### src/rtl/islemci_bekleme.sv
// Multicycle RV32I/RV32E core with a shared, wait-state tolerant memory port.
// One instruction in flight: GETIR -> COZ -> YURUT [-> BELLEK] -> GETIR, halt in DUR.
module islemci_bekleme #(
    parameter logic [31:0] BELLEK_ADRES  = 32'h8000_0000,
    parameter int unsigned YAZMAC_SAYISI = 32,
    parameter int unsigned ADRES_BIT     = 32
) (
    input  logic                 clk,
    input  logic                 rst,
    output logic                 bellek_istek,
    input  logic                 bellek_hazir,
    output logic [ADRES_BIT-1:0] bellek_adres,
    output logic                 bellek_yaz,
    output logic [31:0]          bellek_yaz_veri,
    input  logic [31:0]          bellek_oku_veri,
    output logic [ADRES_BIT-1:0] ps,
    output logic                 emekli,
    output logic                 hata
);
    localparam int unsigned IB = $clog2(YAZMAC_SAYISI);
    localparam logic [6:0] OP_LUI   = 7'b0110111;
    localparam logic [6:0] OP_AUIPC = 7'b0010111;
    localparam logic [6:0] OP_JAL   = 7'b1101111;
    localparam logic [6:0] OP_JALR  = 7'b1100111;
    localparam logic [6:0] OP_DAL   = 7'b1100011;
    localparam logic [6:0] OP_YUK   = 7'b0000011;
    localparam logic [6:0] OP_SAK   = 7'b0100011;
    localparam logic [6:0] OP_ALUI  = 7'b0010011;
    localparam logic [6:0] OP_ALU   = 7'b0110011;

    typedef enum logic [2:0] {GETIR, COZ, YURUT, BELLEK, DUR} durum_t;
    durum_t durum, sonraki;

    logic [31:0] pc, komut, rs1_d, rs2_d, ea;
    logic [31:0] yazmac [YAZMAC_SAYISI];

    logic [6:0]  opk, f7;
    logic [4:0]  rd, rs1, rs2;
    logic [2:0]  f3;
    logic [31:0] imm_i, imm_s, imm_b, imm_u, imm_j;

    assign opk = komut[6:0];
    assign rd  = komut[11:7];
    assign f3  = komut[14:12];
    assign rs1 = komut[19:15];
    assign rs2 = komut[24:20];
    assign f7  = komut[31:25];

    assign imm_i = {{20{komut[31]}}, komut[31:20]};
    assign imm_s = {{20{komut[31]}}, komut[31:25], komut[11:7]};
    assign imm_b = {{19{komut[31]}}, komut[31], komut[7], komut[30:25], komut[11:8], 1'b0};
    assign imm_u = {komut[31:12], 12'b0};
    assign imm_j = {{11{komut[31]}}, komut[31], komut[19:12], komut[20], komut[30:21], 1'b0};

    logic [31:0] rs1_oku, rs2_oku;
    assign rs1_oku = (32'(rs1) < YAZMAC_SAYISI) ? yazmac[rs1[IB-1:0]] : '0;
    assign rs2_oku = (32'(rs2) < YAZMAC_SAYISI) ? yazmac[rs2[IB-1:0]] : '0;

    // Decode legality: only the register fields an instruction actually uses are range-checked
    logic gecerli, rs1_k, rs2_k, rd_k, yazmac_hata;
    always_comb begin
        gecerli = 1'b0;
        rs1_k   = 1'b0;
        rs2_k   = 1'b0;
        rd_k    = 1'b0;
        case (opk)
            OP_LUI, OP_AUIPC, OP_JAL: begin gecerli = 1'b1; rd_k = 1'b1; end
            OP_JALR: begin gecerli = (f3 == 3'b000); rs1_k = 1'b1; rd_k = 1'b1; end
            OP_DAL:  begin gecerli = (f3 != 3'b010) && (f3 != 3'b011); rs1_k = 1'b1; rs2_k = 1'b1; end
            OP_YUK:  begin gecerli = (f3 == 3'b010); rs1_k = 1'b1; rd_k = 1'b1; end
            OP_SAK:  begin gecerli = (f3 == 3'b010); rs1_k = 1'b1; rs2_k = 1'b1; end
            OP_ALUI: begin
                gecerli = (f3 == 3'b001) ? (f7 == 7'b0000000) :
                          (f3 == 3'b101) ? (f7 == 7'b0000000 || f7 == 7'b0100000) : 1'b1;
                rs1_k = 1'b1;
                rd_k  = 1'b1;
            end
            OP_ALU: begin
                gecerli = (f7 == 7'b0000000) ||
                          (f7 == 7'b0100000 && (f3 == 3'b000 || f3 == 3'b101));
                rs1_k = 1'b1;
                rs2_k = 1'b1;
                rd_k  = 1'b1;
            end
            default: ;
        endcase
        yazmac_hata = (rs1_k && 32'(rs1) >= YAZMAC_SAYISI) ||
                      (rs2_k && 32'(rs2) >= YAZMAC_SAYISI) ||
                      (rd_k  && 32'(rd)  >= YAZMAC_SAYISI);
    end

    logic [31:0] alu_b, alu, sra_sonuc, yeni_pc, rd_deger, ea_h;
    logic        alindi, rd_yaz, bellek_islem, hedef_hata;
    always_comb begin
        alu_b     = (opk == OP_ALU) ? rs2_d : imm_i;
        sra_sonuc = $signed(rs1_d) >>> alu_b[4:0];
        case (f3)
            3'b000:  alu = (opk == OP_ALU && f7[5]) ? rs1_d - alu_b : rs1_d + alu_b;
            3'b001:  alu = rs1_d << alu_b[4:0];
            3'b010:  alu = {31'b0, $signed(rs1_d) < $signed(alu_b)};
            3'b011:  alu = {31'b0, rs1_d < alu_b};
            3'b100:  alu = rs1_d ^ alu_b;
            3'b101:  alu = f7[5] ? sra_sonuc : rs1_d >> alu_b[4:0];
            3'b110:  alu = rs1_d | alu_b;
            default: alu = rs1_d & alu_b;
        endcase
        case (f3)
            3'b000:  alindi = (rs1_d == rs2_d);
            3'b001:  alindi = (rs1_d != rs2_d);
            3'b100:  alindi = ($signed(rs1_d) <  $signed(rs2_d));
            3'b101:  alindi = ($signed(rs1_d) >= $signed(rs2_d));
            3'b110:  alindi = (rs1_d <  rs2_d);
            3'b111:  alindi = (rs1_d >= rs2_d);
            default: alindi = 1'b0;
        endcase
        yeni_pc      = pc + 32'd4;
        rd_deger     = alu;
        rd_yaz       = 1'b0;
        bellek_islem = 1'b0;
        case (opk)
            OP_LUI:   begin rd_deger = imm_u; rd_yaz = 1'b1; end
            OP_AUIPC: begin rd_deger = pc + imm_u; rd_yaz = 1'b1; end
            OP_JAL:   begin rd_deger = pc + 32'd4; yeni_pc = pc + imm_j; rd_yaz = 1'b1; end
            OP_JALR:  begin rd_deger = pc + 32'd4; yeni_pc = (rs1_d + imm_i) & ~32'd1; rd_yaz = 1'b1; end
            OP_DAL:   if (alindi) yeni_pc = pc + imm_b;
            OP_YUK, OP_SAK: bellek_islem = 1'b1;
            OP_ALU, OP_ALUI: rd_yaz = 1'b1;
            default: ;
        endcase
        ea_h       = rs1_d + ((opk == OP_SAK) ? imm_s : imm_i);
        hedef_hata = bellek_islem ? (ea_h[1:0] != 2'b00) : (yeni_pc[1:0] != 2'b00);
    end

    logic        rf_yaz;
    logic [31:0] rf_deger;
    always_comb begin
        sonraki         = durum;
        bellek_istek    = 1'b0;
        bellek_yaz      = 1'b0;
        bellek_yaz_veri = '0;
        bellek_adres    = BELLEK_ADRES[ADRES_BIT-1:0];
        emekli          = 1'b0;
        rf_yaz          = 1'b0;
        rf_deger        = rd_deger;
        case (durum)
            GETIR: begin
                bellek_istek = 1'b1;
                bellek_adres = pc[ADRES_BIT-1:0];
                if (bellek_hazir) sonraki = COZ;
            end
            COZ: sonraki = (!gecerli || yazmac_hata) ? DUR : YURUT;
            YURUT: begin
                if (hedef_hata)        sonraki = DUR;
                else if (bellek_islem) sonraki = BELLEK;
                else begin
                    emekli  = 1'b1;
                    rf_yaz  = rd_yaz;
                    sonraki = GETIR;
                end
            end
            BELLEK: begin
                bellek_istek    = 1'b1;
                bellek_adres    = ea[ADRES_BIT-1:0];
                bellek_yaz      = (opk == OP_SAK);
                bellek_yaz_veri = (opk == OP_SAK) ? rs2_d : '0;
                if (bellek_hazir) begin
                    emekli   = 1'b1;
                    rf_yaz   = (opk == OP_YUK);
                    rf_deger = bellek_oku_veri;
                    sonraki  = GETIR;
                end
            end
            default: ;
        endcase
        // Reset overrides the bus combinationally so an open transfer is dropped in the same cycle
        if (!rst) begin
            bellek_istek    = 1'b0;
            bellek_yaz      = 1'b0;
            bellek_yaz_veri = '0;
            bellek_adres    = BELLEK_ADRES[ADRES_BIT-1:0];
            emekli          = 1'b0;
            rf_yaz          = 1'b0;
        end
    end

    assign ps   = pc[ADRES_BIT-1:0];
    assign hata = (durum == DUR);

    always_ff @(posedge clk) begin
        if (!rst) begin
            durum <= GETIR;
            pc    <= BELLEK_ADRES;
            komut <= '0;
            rs1_d <= '0;
            rs2_d <= '0;
            ea    <= '0;
            for (int unsigned i = 0; i < YAZMAC_SAYISI; i++) yazmac[IB'(i)] <= '0;
        end else begin
            durum <= sonraki;
            if (durum == GETIR && bellek_hazir) komut <= bellek_oku_veri;
            if (durum == COZ) begin
                rs1_d <= rs1_oku;
                rs2_d <= rs2_oku;
            end
            if (durum == YURUT) begin
                ea <= ea_h;
                if (!hedef_hata && !bellek_islem) pc <= yeni_pc;
            end
            if (durum == BELLEK && bellek_hazir) pc <= pc + 32'd4;
            if (rf_yaz && rd != 5'd0) yazmac[rd[IB-1:0]] <= rf_deger;
        end
    end
endmodule

### config.mk
export PLATFORM = sky130hd
export DESIGN_NAME = islemci_bekleme
export DESIGN_NICKNAME = d
export VERILOG_FILES = /design/src/rtl/islemci_bekleme.sv
export SDC_FILE = /design/constraint.sdc
export NUM_CORES = 2
export LEC_CHECK = 0
export BUFFER_PORTS_ARGS = -buffer_cell sky130_fd_sc_hd__buf_4
export CAP_MARGIN = 40
export CELL_PAD_IN_SITES_DETAIL_PLACEMENT = 0
export CELL_PAD_IN_SITES_GLOBAL_PLACEMENT = 1
export CORE_AREA = 2 2 371 373
export CTS_CLUSTER_SIZE = 10
export DETAILED_ROUTE_END_ITERATION = 8
export DIE_AREA = 0 0 373 375
export PLACE_DENSITY = 0.91
export SLEW_MARGIN = 10
export SYNTH_ARGS = -nofsm -noshare
export SYNTH_HDL_FRONTEND = slang
export SYNTH_SLANG_ARGS = --single-unit
### constraint.sdc
create_clock -name clk -period 17 [get_ports clk]
set_clock_uncertainty 0.15 [all_clocks]
set_input_delay 3.4 -clock clk [delete_from_list [all_inputs] [get_ports clk]]
set_output_delay 3.4 -clock clk [all_outputs]
set_load 0.005 [all_outputs]
---- After elaboration in Yosys (flattened, before gate mapping) ----
Memory sizes are Yosys's and may differ from the RTL's. A register that Yosys moved wholly into a read port is not among the register bits.
Cells that the tools add are included.
storage, ports and cells
  output and inout port bits .............. 100
  memory bits (writable) .................. 1024
  memories kept ........................... 1
  logic and storage cells ................. 135
  input bits .............................. 35
  bits in registers ....................... 99
memories
  name    words  width  rd ports  clocked after Yosys merged registers in  wr ports  RTL line  RTL
  yazmac  32     32     2         2                                        32        35        logic [31:0] yazmac [YAZMAC_SAYISI];
operators by class
  shift operators ......................... 3
  $add $sub $neg .......................... 8
  $lt $le $gt $ge ......................... 6
  reduce and logical (&&, ||, !) cells .... 31
  bitwise logic cells ..................... 3
  mux-type cells .......................... 52
  equal/unequal tests ..................... 27
operator list
  kind                   number
  $mux 32                14
  $pmux 32 s7            1
  $add 32x32->32         6
  $pmux 32 s3            2
  $lt 32x32->1           4
  $ge 32x32->1           2
  $pmux 32 s2            1
  $add 32x3->32 const B  1
  $and 32x32->32         1
  $eq 32x32->1           1
  $ne 32x32->1           1
  $or 32x32->32          1
  $reduce_or 32->1       1
  $shl 32x5->32          1
  $shr 32x5->32          1
  $sshr 32x5->32         1
  $sub 32x32->32         1
  $xor 32x32->32         1
  $eq 7x6->1 const B     4
  $mux 1                 22
  $eq 7x7->1 const B     3
  $eq 3x3->1 const B     5
  $eq 7x5->1 const B     2
  $eq 3x2->1 const B     4
  23 further kinds       49

---- Depth between registers and ports, before layout ----
  word-level depth ........................ 15
  depth in mapped cells ................... 24
  depth with buffers taken out ............ 18

---- Worst setup path before layout ----
No wires, ideal clock.
  path type ............................... input to output
  from .................................... input port rst
  to ...................................... output port bellek_adres[10]
  path buffers ............................ 2
  stages on the path ...................... 5
  required time ........................... 13.450 ns
  slack ................................... 8.927 ns
  arrival time ............................ 4.523 ns
  path through ............................ clkbuf_1 nand2_1 nor2_1 clkbuf_1 a22o_1
between the ends
  cells in the longest elaborated chain, start to end .. 1
ends and longest elaborated chain
  item             RTL line  RTL
  start, declared  9         input logic rst,
  $mux 32          176       if (!rst) begin
  end, declared    12        output logic [ADRES_BIT-1:0] bellek_adres,
Every way passes these cells.

---- Worst setup path after layout ----
  from .................................... register rs2_d[31] (read register of yazmac)
  to ...................................... output port emekli
between the ends
  cells in the longest elaborated chain, start to end .. 9
  elaborated cells between the ends (all ways) .. 14
  those cells by class .................... order compare: 4; eq/ne: 2; mux: 7; reduce/logical: 1
ends and longest elaborated chain
  item                                  RTL line  RTL
  start, declared                       34        logic [31:0] pc, komut, rs1_d, rs2_d, ea;
  $ge 32x32->1 (tied with other cells)  113       3'b111: alindi = (rs1_d >= rs2_d);
  $pmux 1 s6 *                          107       case (f3)
  $mux 32 *                             125       OP_DAL: if (alindi) yeni_pc = pc + imm_b;
  $pmux 32 s3 *                         120       case (opk)
  $reduce_bool 2->1 *                   131       hedef_hata = bellek_islem ? (ea_h[1:0] != 2'b00) : (yeni_pc[1:0] != 2'b00);
  $mux 1 *                              131
  $mux 1 *                              153       if (hedef_hata) sonraki = DUR;
  $pmux 1 s2 *                          145       case (durum)
  $mux 1 *                              176
  end, declared                         17        output logic emekli,
Mark *: on every way between the ends. The rest lies on a longest branch, timed or not.

==> impl_metrics.ini <==
[power_and_ir_drop]
switching_share_pct = 31.3
total_power_mw = 7.84
power.density_nw_per_um2 = 93.0
p_comb_share_pct = 21.3
seqPwrFrac_pct = 43.0
internal_power_mw = 5.39
ir_drop_uv = 116
clkPwrFrac_pct = 35.8
netSwitchingPower_mw = 2.45
leakagePower_nw = 29.2

[cells_and_area]
drive_gt1_share_pct = 20.4
num-nets-final = 6963
postLayoutCoreUtil_pct = 61.8
fill_cells = 10300
area_growth_pct = 9.25

[floorplanning]
num_rows = 136
die_w_um = 373
design.die.area_sq_um = 140000
initial_core_util_pct = 56.6
coreArea_sq_um = 136000
ios = 135
die_h_um = 375

[logic_synthesis]
synth_edf_count = 1024
netlist_area_sq_um = 77100
synth_warnings = 0
synth_area_per_cell_sq_um = 11.3
synth-seq-area-share_pct = 44.1
synth-seq-cells = 1187
async_flop_share_pct = 0
synthCells = 6807
post_synth_num_cell_types = 109
synth_ff_type = edfxtp_1

[run_status]
outcome = finished clean

[critical_path]
cp_max_fo = 38
r2r_setup_slack_ns = 9.52
cp_data_arrival_time_ns = 5.41
reg2reg_from = komut[3]
critPathLaunch = rs2_d[31]
worst_setup_path_start_kind = flop
rr_endpoint = yazmac[2][0]
end_kind = output port
path_class = flop to output port
worstRegToRegCells = 19
cp.required_ns = 13.45

[drt]
via_count = 65600
wl_per_cell_um = 38.0
drt_iter0_drc = 12000
post-route-drc-count = 0
first_pass_iters = 8
finalWirelength_um = 325000
viasPerCell = 7.68
antenna_left = 0

[flow_run]
cap_violations = 0

[worst_hold_path]
hold_class = flop to flop
min_from = ea[17]
hold_end = ea[17]
hold_depth = 2

[timing]
worst_pin_slew_ns = 1.04
clock.fmax_mhz = 112
hold_viol = 0
fin_setup_tns_ns = 0
slew_headroom_pct = 30.9
post-route-period-util_pct = 52.7
drv_slew = 0
period_needed_ns = 8.96
rsz0062_at_grt = false
hold_slack_ns = 0.305
finalWorstSetupSlack_ns = 8.04
setup_viol = 0

[clock_network]
post_cts_buffers = 0
cts-root-buf = clkbuf_16
numCtsBuffers = 141
clockBufferDepth = 3
cts_resized = 0
clock_latency_ns = 0.83
hold_buffers = 0
clk_pin_slew_ns = 0.06
cts_tree = yes
cts_sinks = 1187
cts_max_level = 4

[grt]
grt_antenna_before_repair = 16
grt_start_max_net_pins = 110
grt-ovfl-total = 0
track_usage_pct = 45.7
grt_pass1_wl_um = 456000
grt_pass1_vias = 63300

[placed_design]
gp_congestion = 1.15
io_buffers = 134
place_ws_ns = 8.01
dpl.hpwl_um = 213000
-- flip-flops by register name (all words and copies together), names as in the netlist --
signal / count
durum: 3
ea: 32
yazmac: 1024
rs2_d: 32
rs1_d: 32
komut: 32
ps: 32
-- critical path, stage by stage, from the launching register on --
cell      delay (ns)
dfxtp_1         0.35
inv_1           0.16
ha_1            0.51
nand3_1         0.15
nor3_1          0.78
o21ai_0         0.60
and3b_1         0.39
o21ai_1         0.26
a22o_1          0.19
buf_4           0.39
o211ai_2        0.31
a31oi_1         0.35
buf_4           0.17
-- stage by stage --
step	area, sq um	cells
final	84200	8547
after global routing	84200	8539
after CTS	84000	8527
after detailed placement	80000	8341
after global placement	79400	8302
after floorplan	77200	6838
-- power groups by stage --
stage          sequential (mW)  clock (mW)  combinational, mW
4_1_cts                   3.36        2.79               1.57
2_1_floorplan             3.37           0              0.997
5_1_grt                   3.37        2.88               1.69
3_3_place_gp              3.39           0               1.53
3_5_place_dp              3.41           0               1.56
6_report                  3.37        2.80               1.67
-- layout make-up --
class | count | area (sq um) | area share [%]
repair buffers | 401 | 3490 | 4.14
diodes | 8 | 20.0 | 0.0238
multi-input cells | 4797 | 39800 | 47.2
clock buffers | 167 | 3740 | 4.44
flip-flops and latches | 1187 | 34000 | 40.4
well taps | 1794 | 2240 | 2.66
inverters | 174 | 664 | 0.789
clock inverters | 19 | 273 | 0.324
-- cell usage in the layout (no fill, tap or decap), drive strengths merged, types with 27 or more instances in the layout --
cell type / Yosys / routed
mux2i: 144 / 144
ha: 219 / 219
edfxtp: 1024 / 1024
a21oi: 367 / 367
nor4: 52 / 52
a221oi: 39 / 39
inv: 171 / 177
o211ai: 53 / 53
a211oi: 143 / 143
a21o: 105 / 105
nor3: 194 / 194
dfxtp: 163 / 163
buf: 331 / 399
and3: 36 / 36
o221ai: 40 / 40
a22o: 39 / 39
xor2: 67 / 67
o22ai: 30 / 30
o21a: 27 / 27
clkbuf: 349 / 169
a31oi: 51 / 51
mux4: 650 / 650
o21ai: 251 / 251
nand4: 68 / 68
nand3: 73 / 73
nand2: 423 / 423
nor2: 1190 / 1190
o21bai: 38 / 38
xnor2: 113 / 113
conb: 1 / 32
-- worst max-delay path by stage --
stage	slack, ns	cells after the start	endpoint
3_3_place_gp	8.07	7	bellek_adres[1]
4_1_cts	8.01	7	bellek_adres[29]
6_report	8.04	12	emekli
2_1_floorplan	8.93	5	bellek_adres[10]
3_5_place_dp	8.01	7	bellek_adres[29]
5_1_grt	8.03	12	emekli
-- routing by layer --
metal | GRT usage, % | share of wire, % | vias to the layer above
met5 | 0.137 | 0.11 | -
met4 | 31.8 | 8.8 | 24
met3 | 15.1 | 15 | 1660
met2 | 68.7 | 44 | 6457
met1 | 55.8 | 32 | 31800
li1 | - | - | 25700
-- logic make-up (layout without fill, tap and decap cells) --
kind of cell	count (synthesis)	after routing	share of synthesized area, %
compound gates	1389	1389	12.1
xor+xnor	180	180	2.04
fa+ha+maj	226	226	3.74
buf+inv	854	761	4.81
flops	1187	1187	44.1
mux	810	810	21.1
other cells	1	40	0.00486
simple gates	2160	2160	12.1
-- Yosys cell counts (27+ instances only) --
master | instances | area (sq um)
buf_1 | 87 | 327
and3_1 | 36 | 225
nand3_1 | 73 | 365
ha_1 | 219 | 2740
a211oi_1 | 138 | 1040
o21ai_0 | 242 | 1210
nand4_1 | 62 | 388
o22ai_1 | 30 | 188
nor4_1 | 51 | 319
buf_2 | 200 | 1000
nor2_1 | 1187 | 4460
edfxtp_1 | 1024 | 30700
xnor2_1 | 113 | 990
inv_1 | 168 | 631
a22o_1 | 39 | 342
clkbuf_1 | 349 | 1310
o21a_1 | 27 | 203
dfxtp_1 | 163 | 3260
mux4_2 | 650 | 14600
a31oi_1 | 50 | 313
o21bai_1 | 38 | 285
a221oi_1 | 39 | 342
xor2_1 | 67 | 587
a21oi_1 | 365 | 1830
o221ai_1 | 33 | 289
nor3_1 | 191 | 956
a21o_1 | 105 | 788
nand2_1 | 420 | 1580
o211ai_1 | 52 | 390
mux2i_1 | 144 | 1440
No activity file was read; power rests on OpenSTA's default activity.
